`config.mk`:
```
export PLATFORM = sky130hd
export DESIGN_NAME = seq_shift_add_multiplier_flat
export DESIGN_NICKNAME = d
export VERILOG_FILES = /design/src/rtl/seq_shift_add_multiplier_if.sv /design/src/rtl/seq_shift_add_multiplier.sv /design/src/flat_wrapper.sv
export SDC_FILE = /design/constraint.sdc
export NUM_CORES = 1
export LEC_CHECK = 0
export ABC_AREA = 1
export CORE_UTILIZATION = 41
export CTS_BUF_LIST = sky130_fd_sc_hd__clkbuf_2 sky130_fd_sc_hd__clkbuf_4 sky130_fd_sc_hd__clkbuf_8
export DETAILED_ROUTE_END_ITERATION = 16
export SLEW_MARGIN = 10
export SYNTH_ARGS = -nofsm -noshare
export SYNTH_HDL_FRONTEND = slang
export SYNTH_SLANG_ARGS = --single-unit
```
`constraint.sdc`:
```
create_clock -name clk -period 3.99 [get_ports clk]
set_clock_uncertainty 0.2 [all_clocks]
set_input_delay 0.399 -clock clk [delete_from_list [all_inputs] [get_ports clk]]
set_output_delay 0.399 -clock clk [all_outputs]
set_load 0.01 [all_outputs]
```
`src/rtl/seq_shift_add_multiplier_if.sv`:
```
// Start/done handshake bundle between the ALU/HI-LO stage (master) and the multiplier (slave).
interface seq_shift_add_multiplier_if #(
   parameter int unsigned WIDTH = 32
);
   logic                 start;
   logic                 signed_mode;
   logic [WIDTH-1:0]     multiplicand;
   logic [WIDTH-1:0]     multiplier;
   logic                 busy;
   logic                 done;
   logic [2*WIDTH-1:0]   product;
   logic [WIDTH-1:0]     hi;
   logic [WIDTH-1:0]     lo;

   modport master (
      output start, signed_mode, multiplicand, multiplier,
      input  busy, done, product, hi, lo
   );

   modport slave (
      input  start, signed_mode, multiplicand, multiplier,
      output busy, done, product, hi, lo
   );
endinterface

```
`src/rtl/seq_shift_add_multiplier.sv`:
```
// Iterative shift-add multiplier (unsigned or two's complement) with start/done handshake.
// Optional MULT_ZERO_SKIP_EN: zero operands bypass the iteration phase.
module seq_shift_add_multiplier #(
   parameter int unsigned WIDTH = 32
) (
   input logic                       clk,
   input logic                       rst,
   seq_shift_add_multiplier_if.slave bus
);
   localparam int unsigned CNT_W = $clog2(WIDTH + 1);

   localparam logic [1:0] StIdle = 2'd0;
   localparam logic [1:0] StCalc = 2'd1;
   localparam logic [1:0] StFix  = 2'd2;

   logic [1:0]           state_q, state_d;
   logic [WIDTH-1:0]     mcand_q, mcand_d;
   logic [2*WIDTH-1:0]   product_q, product_d;
   logic [CNT_W-1:0]     cnt_q, cnt_d;
   logic                 neg_q, neg_d;
   logic                 done_q, done_d;

   logic [WIDTH-1:0]     a_abs, b_abs;
   logic [WIDTH:0]       sum;
   logic                 zero_skip;

   // Magnitude of -2^(W-1) is 2^(W-1), which still fits as an unsigned W-bit value.
   assign a_abs = (bus.signed_mode && bus.multiplicand[WIDTH-1]) ?
                  (~bus.multiplicand + 1'b1) : bus.multiplicand;
   assign b_abs = (bus.signed_mode && bus.multiplier[WIDTH-1]) ?
                  (~bus.multiplier + 1'b1) : bus.multiplier;

   assign sum = {1'b0, product_q[2*WIDTH-1:WIDTH]} + {1'b0, mcand_q};

`ifdef MULT_ZERO_SKIP_EN
   assign zero_skip = (bus.multiplicand == '0) || (bus.multiplier == '0);
`else
   assign zero_skip = 1'b0;
`endif

   always_comb begin
      state_d   = state_q;
      mcand_d   = mcand_q;
      product_d = product_q;
      cnt_d     = cnt_q;
      neg_d     = neg_q;
      done_d    = 1'b0;
      case (state_q)
         StIdle: begin
            if (bus.start) begin
               mcand_d = a_abs;
               if (zero_skip) begin
                  product_d = '0;
                  neg_d     = 1'b0;
                  state_d   = StFix;
               end else begin
                  product_d = {{WIDTH{1'b0}}, b_abs};
                  cnt_d     = CNT_W'(WIDTH);
                  neg_d     = bus.signed_mode & (bus.multiplicand[WIDTH-1] ^ bus.multiplier[WIDTH-1]);
                  state_d   = StCalc;
               end
            end
         end
         StCalc: begin
            if (product_q[0]) begin
               product_d = {sum, product_q[WIDTH-1:1]};
            end else begin
               product_d = {1'b0, product_q[2*WIDTH-1:1]};
            end
            cnt_d = cnt_q - 1'b1;
            if (cnt_q == CNT_W'(1)) begin
               state_d = StFix;
            end
         end
         StFix: begin
            if (neg_q) begin
               product_d = ~product_q + 1'b1;
            end
            done_d  = 1'b1;
            state_d = StIdle;
         end
         default: state_d = StIdle;
      endcase
   end

   always_ff @(posedge clk) begin
      if (rst) begin
         state_q   <= StIdle;
         mcand_q   <= '0;
         product_q <= '0;
         cnt_q     <= '0;
         neg_q     <= 1'b0;
         done_q    <= 1'b0;
      end else begin
         state_q   <= state_d;
         mcand_q   <= mcand_d;
         product_q <= product_d;
         cnt_q     <= cnt_d;
         neg_q     <= neg_d;
         done_q    <= done_d;
      end
   end

   assign bus.busy    = (state_q != StIdle);
   assign bus.done    = done_q;
   assign bus.product = product_q;
   assign bus.hi      = product_q[2*WIDTH-1:WIDTH];
   assign bus.lo      = product_q[WIDTH-1:0];
endmodule

```
`src/flat_wrapper.sv`:
```
// flat-port wrapper written by rule: the top's interface ports become plain ports
module seq_shift_add_multiplier_flat 
#(
   parameter int unsigned WIDTH = 32
)
  (clk, rst, bus_start, bus_signed_mode, bus_multiplicand, bus_multiplier, bus_busy, bus_done, bus_product, bus_hi, bus_lo);
  seq_shift_add_multiplier_if #(.WIDTH(WIDTH)) bus_i ();
  input logic clk;
  input logic rst;
  input wire logic [$bits(bus_i.start)-1:0] bus_start;
  input wire logic [$bits(bus_i.signed_mode)-1:0] bus_signed_mode;
  input wire logic [$bits(bus_i.multiplicand)-1:0] bus_multiplicand;
  input wire logic [$bits(bus_i.multiplier)-1:0] bus_multiplier;
  output wire logic [$bits(bus_i.busy)-1:0] bus_busy;
  output wire logic [$bits(bus_i.done)-1:0] bus_done;
  output wire logic [$bits(bus_i.product)-1:0] bus_product;
  output wire logic [$bits(bus_i.hi)-1:0] bus_hi;
  output wire logic [$bits(bus_i.lo)-1:0] bus_lo;
  assign bus_i.start = bus_start;
  assign bus_i.signed_mode = bus_signed_mode;
  assign bus_i.multiplicand = bus_multiplicand;
  assign bus_i.multiplier = bus_multiplier;
  assign bus_busy = bus_i.busy;
  assign bus_done = bus_i.done;
  assign bus_product = bus_i.product;
  assign bus_hi = bus_i.hi;
  assign bus_lo = bus_i.lo;
  seq_shift_add_multiplier #(.WIDTH(WIDTH)) u_core (.clk(clk), .rst(rst), .bus(bus_i));
endmodule
```
==> out/results.txt <==
Fin. Hold Viols: 0
Antenna viol nets, final: 0
Worst setup EP type: register
Max-slew headroom: 42.34%
Final setup fails: 0
Area contributors post-synth: dfxtp_1 19%, nand2_1 18%, inv_1 9.1%
Initial antenna violation count: 0
Instance area at placement: 13190 sq um
MaxCap Viol Count: 0
Sink Count: 106
Drt pass-1 iters: 6
R2R setup slack: 1.21 ns
Vias in the first global route: 11560
Final WL: 42.60 mm
Register Area: 2122 sq um
Final Cycle Share: 69.77%
Library cells used by synthesis: 55
CP max FO: 31
Power Density: 342.3 nW/um^2
Aggregate global-route resource usage: 29.59%
Global-route wire length before repair: 65.52 mm
Number of DRC markers in iteration 0: 1231
Reg2Reg Depth: 11
Syn-to-layout area delta: 17.62%
Count leader, synth: nand2_1
Post-synth top area cell: dfxtp_1
CP arrival: 2.90 ns
Share of cells above drive strength 1: 3.716%
GP Congestion: 0.9796
H-tree depth: 3
Hold_ws: 0.2950 ns
Die Span Y: 168.6 microns
CP Capture Point: u_core.bus.product[30]
Clk root buf: clkbuf_8
LEAKAGE: 0.006180 uW
Synth Cell Area: 11380 sq um
Final TNS setup: 0 ns
Later-pin clock latency in the skew report: 0.41 ns
I/O pins: 198
Row count: 60
Wire per inst: 17.05 microns
RSZ-0062 raised after global routing: false
CP Launch Point: u_core.state_q[0]
Ys Warns: 0
Register area share after synthesis: 18.65%
Top cell type's share of synthesized area: 18.65%
Synthesized net count: 2130
Status: finished clean
Max IR drop VDD: 0.3233 mV
Number of synthesized flops with an enable pin: 0
Ys flop type: dfxtp_1
# Post-CTS Setup Buffers: 0
Multi-input gate area: 7440 sq um
Post_cts resized: 0
Final Critical Period: 2.784 ns
Required time worst endpoint: 4.11 ns
Final instance area: 13380 sq um
Async SR Flop Fraction: 0%
Number of port buffers: 197
Hold buffers post-CTS: 0
Cells after synthesis: 2020
Nets@finish: 2231
CTS Buffer Depth: 2
Core Box Area: 27100 sq um
Crit start category: register
Die area: 28420 sq um
GRT overflow: 0
Reg clk slew, reported paths: 0.13 ns
Commonest cells in the netlist: 557 x nand2_1, 275 x inv_1, 232 x nor2_1
Final core occ: 49.38%
Largest net degree at the start of global routing: 55
Die width: 168.6 microns
Initial core utilization: 41.98%
Critical path type: reg2reg
Syn Area/Cell: 5.632 sq um
DPL Wire Length: 33.86 mm
Worst slew pin tran: 0.8639 ns
Max Clk Rate: 359.2 MHz
Capturing point of the worst reg2reg path: u_core.bus.product[30]
CTS tree: yes
DR DRC count: 0
Diode count: 0
Number of synthesized register bits: 106
Fill cell total of the finished layout: 2984
Via density per instance: 5.255
Worst R2R Start: u_core.state_q[0]
Final Max Tran Viols: 0
Num CTS Buffers: 9
Worst min-delay path class: reg2reg
Via count: 13130
==> registers in the layout (all words and copies together), names as in the netlist <==
register,count
u_core.bus.done,1
u_core.neg_q,1
u_core.mcand_q,32
u_core.bus.product,64
u_core.state_q,2
u_core.cnt_q,6
==> metal layers <==
layer	part of all wire [%]	up-vias	global-route usage, %
met5	0	-	0
met4	1.2	0	5.494
li1	-	6635	-
met2	43	474	45.43
met1	49	5989	43.98
met3	6.7	28	3.905
==> power by group <==
group / switching, uW / internal, uW / leakage (uW)
combinational: 1510 / 901 / 0.00521
clock: 445 / 264 / 0.000101
sequential: 254 / 1210 / 0.000871
total: 2210 / 2370 / 0.00618
==> placed cells by master, fill, tap and decap left out, drive strengths merged, types with 8 or more instances in the layout <==
cell,Yosys,layout
o21ai,136,136
nand3,143,143
a21oi,171,171
clkbuf,43,11
nor3,41,41
nand2,564,564
clkdlybuf4s50,0,196
xnor2,12,12
xor2,50,50
o211ai,14,14
nor2,247,247
dfxtp,106,106
buf,80,18
or2,8,8
a31oi,13,13
inv,280,283
nand4,20,20
ha,41,41
==> metrics by stage <==
stage	total power [uW]	instances	setup WS (ns)
global placement	3843	2482	1.133
global route	4889	2498	0.9909
finish	4580	2498	1.206
floorplan	2977	2020	1.561
detailed placement	3850	2482	1.097
CTS	4569	2498	1.228
==> cell type report <==
cell class / count / area share, %
repair buffers: 214 / 15.65
clock buffers: 11 / 1.085
inverters: 283 / 7.994
flip-flops and latches: 106 / 15.86
well taps: 372 / 3.478
multi-input cells: 1507 / 55.60
clock inverters: 5 / 0.3366
==> worst min path at each step <==
stage | start | to | slack [ns] | cells after the start
after global placement | u_core.cnt_q[3] | u_core.cnt_q[3] | 0.27 | 2
final | u_core.cnt_q[3] | u_core.cnt_q[3] | 0.30 | 2
after detailed placement | u_core.cnt_q[3] | u_core.cnt_q[3] | 0.28 | 2
after floorplan | u_core.cnt_q[3] | u_core.cnt_q[3] | 0.25 | 2
after CTS | u_core.cnt_q[3] | u_core.cnt_q[3] | 0.29 | 2
after global routing | u_core.cnt_q[3] | u_core.cnt_q[3] | 0.32 | 2
==> worst max-delay path: stages (launching register included) <==
cell and delay (ns):
dfxtp_1 0.40, inv_1 0.08, ha_1 0.24, inv_4 0.26
nor2_1 0.12, nor3_4 0.14, inv_1 0.05, buf_4 0.22
nor2_4 0.19, buf_4 0.37, o211ai_1 0.17, and3_1 0.21
==> logic make-up after synthesis <==
group	Yosys count	synth area share (%)
simple gates	1039	38.59
buf+inv	407	16.01
compound gates	364	17.29
flops	106	18.65
xor+xnor	62	4.773
fa+ha+maj	42	4.685
(Power assumes the default switching activity.)
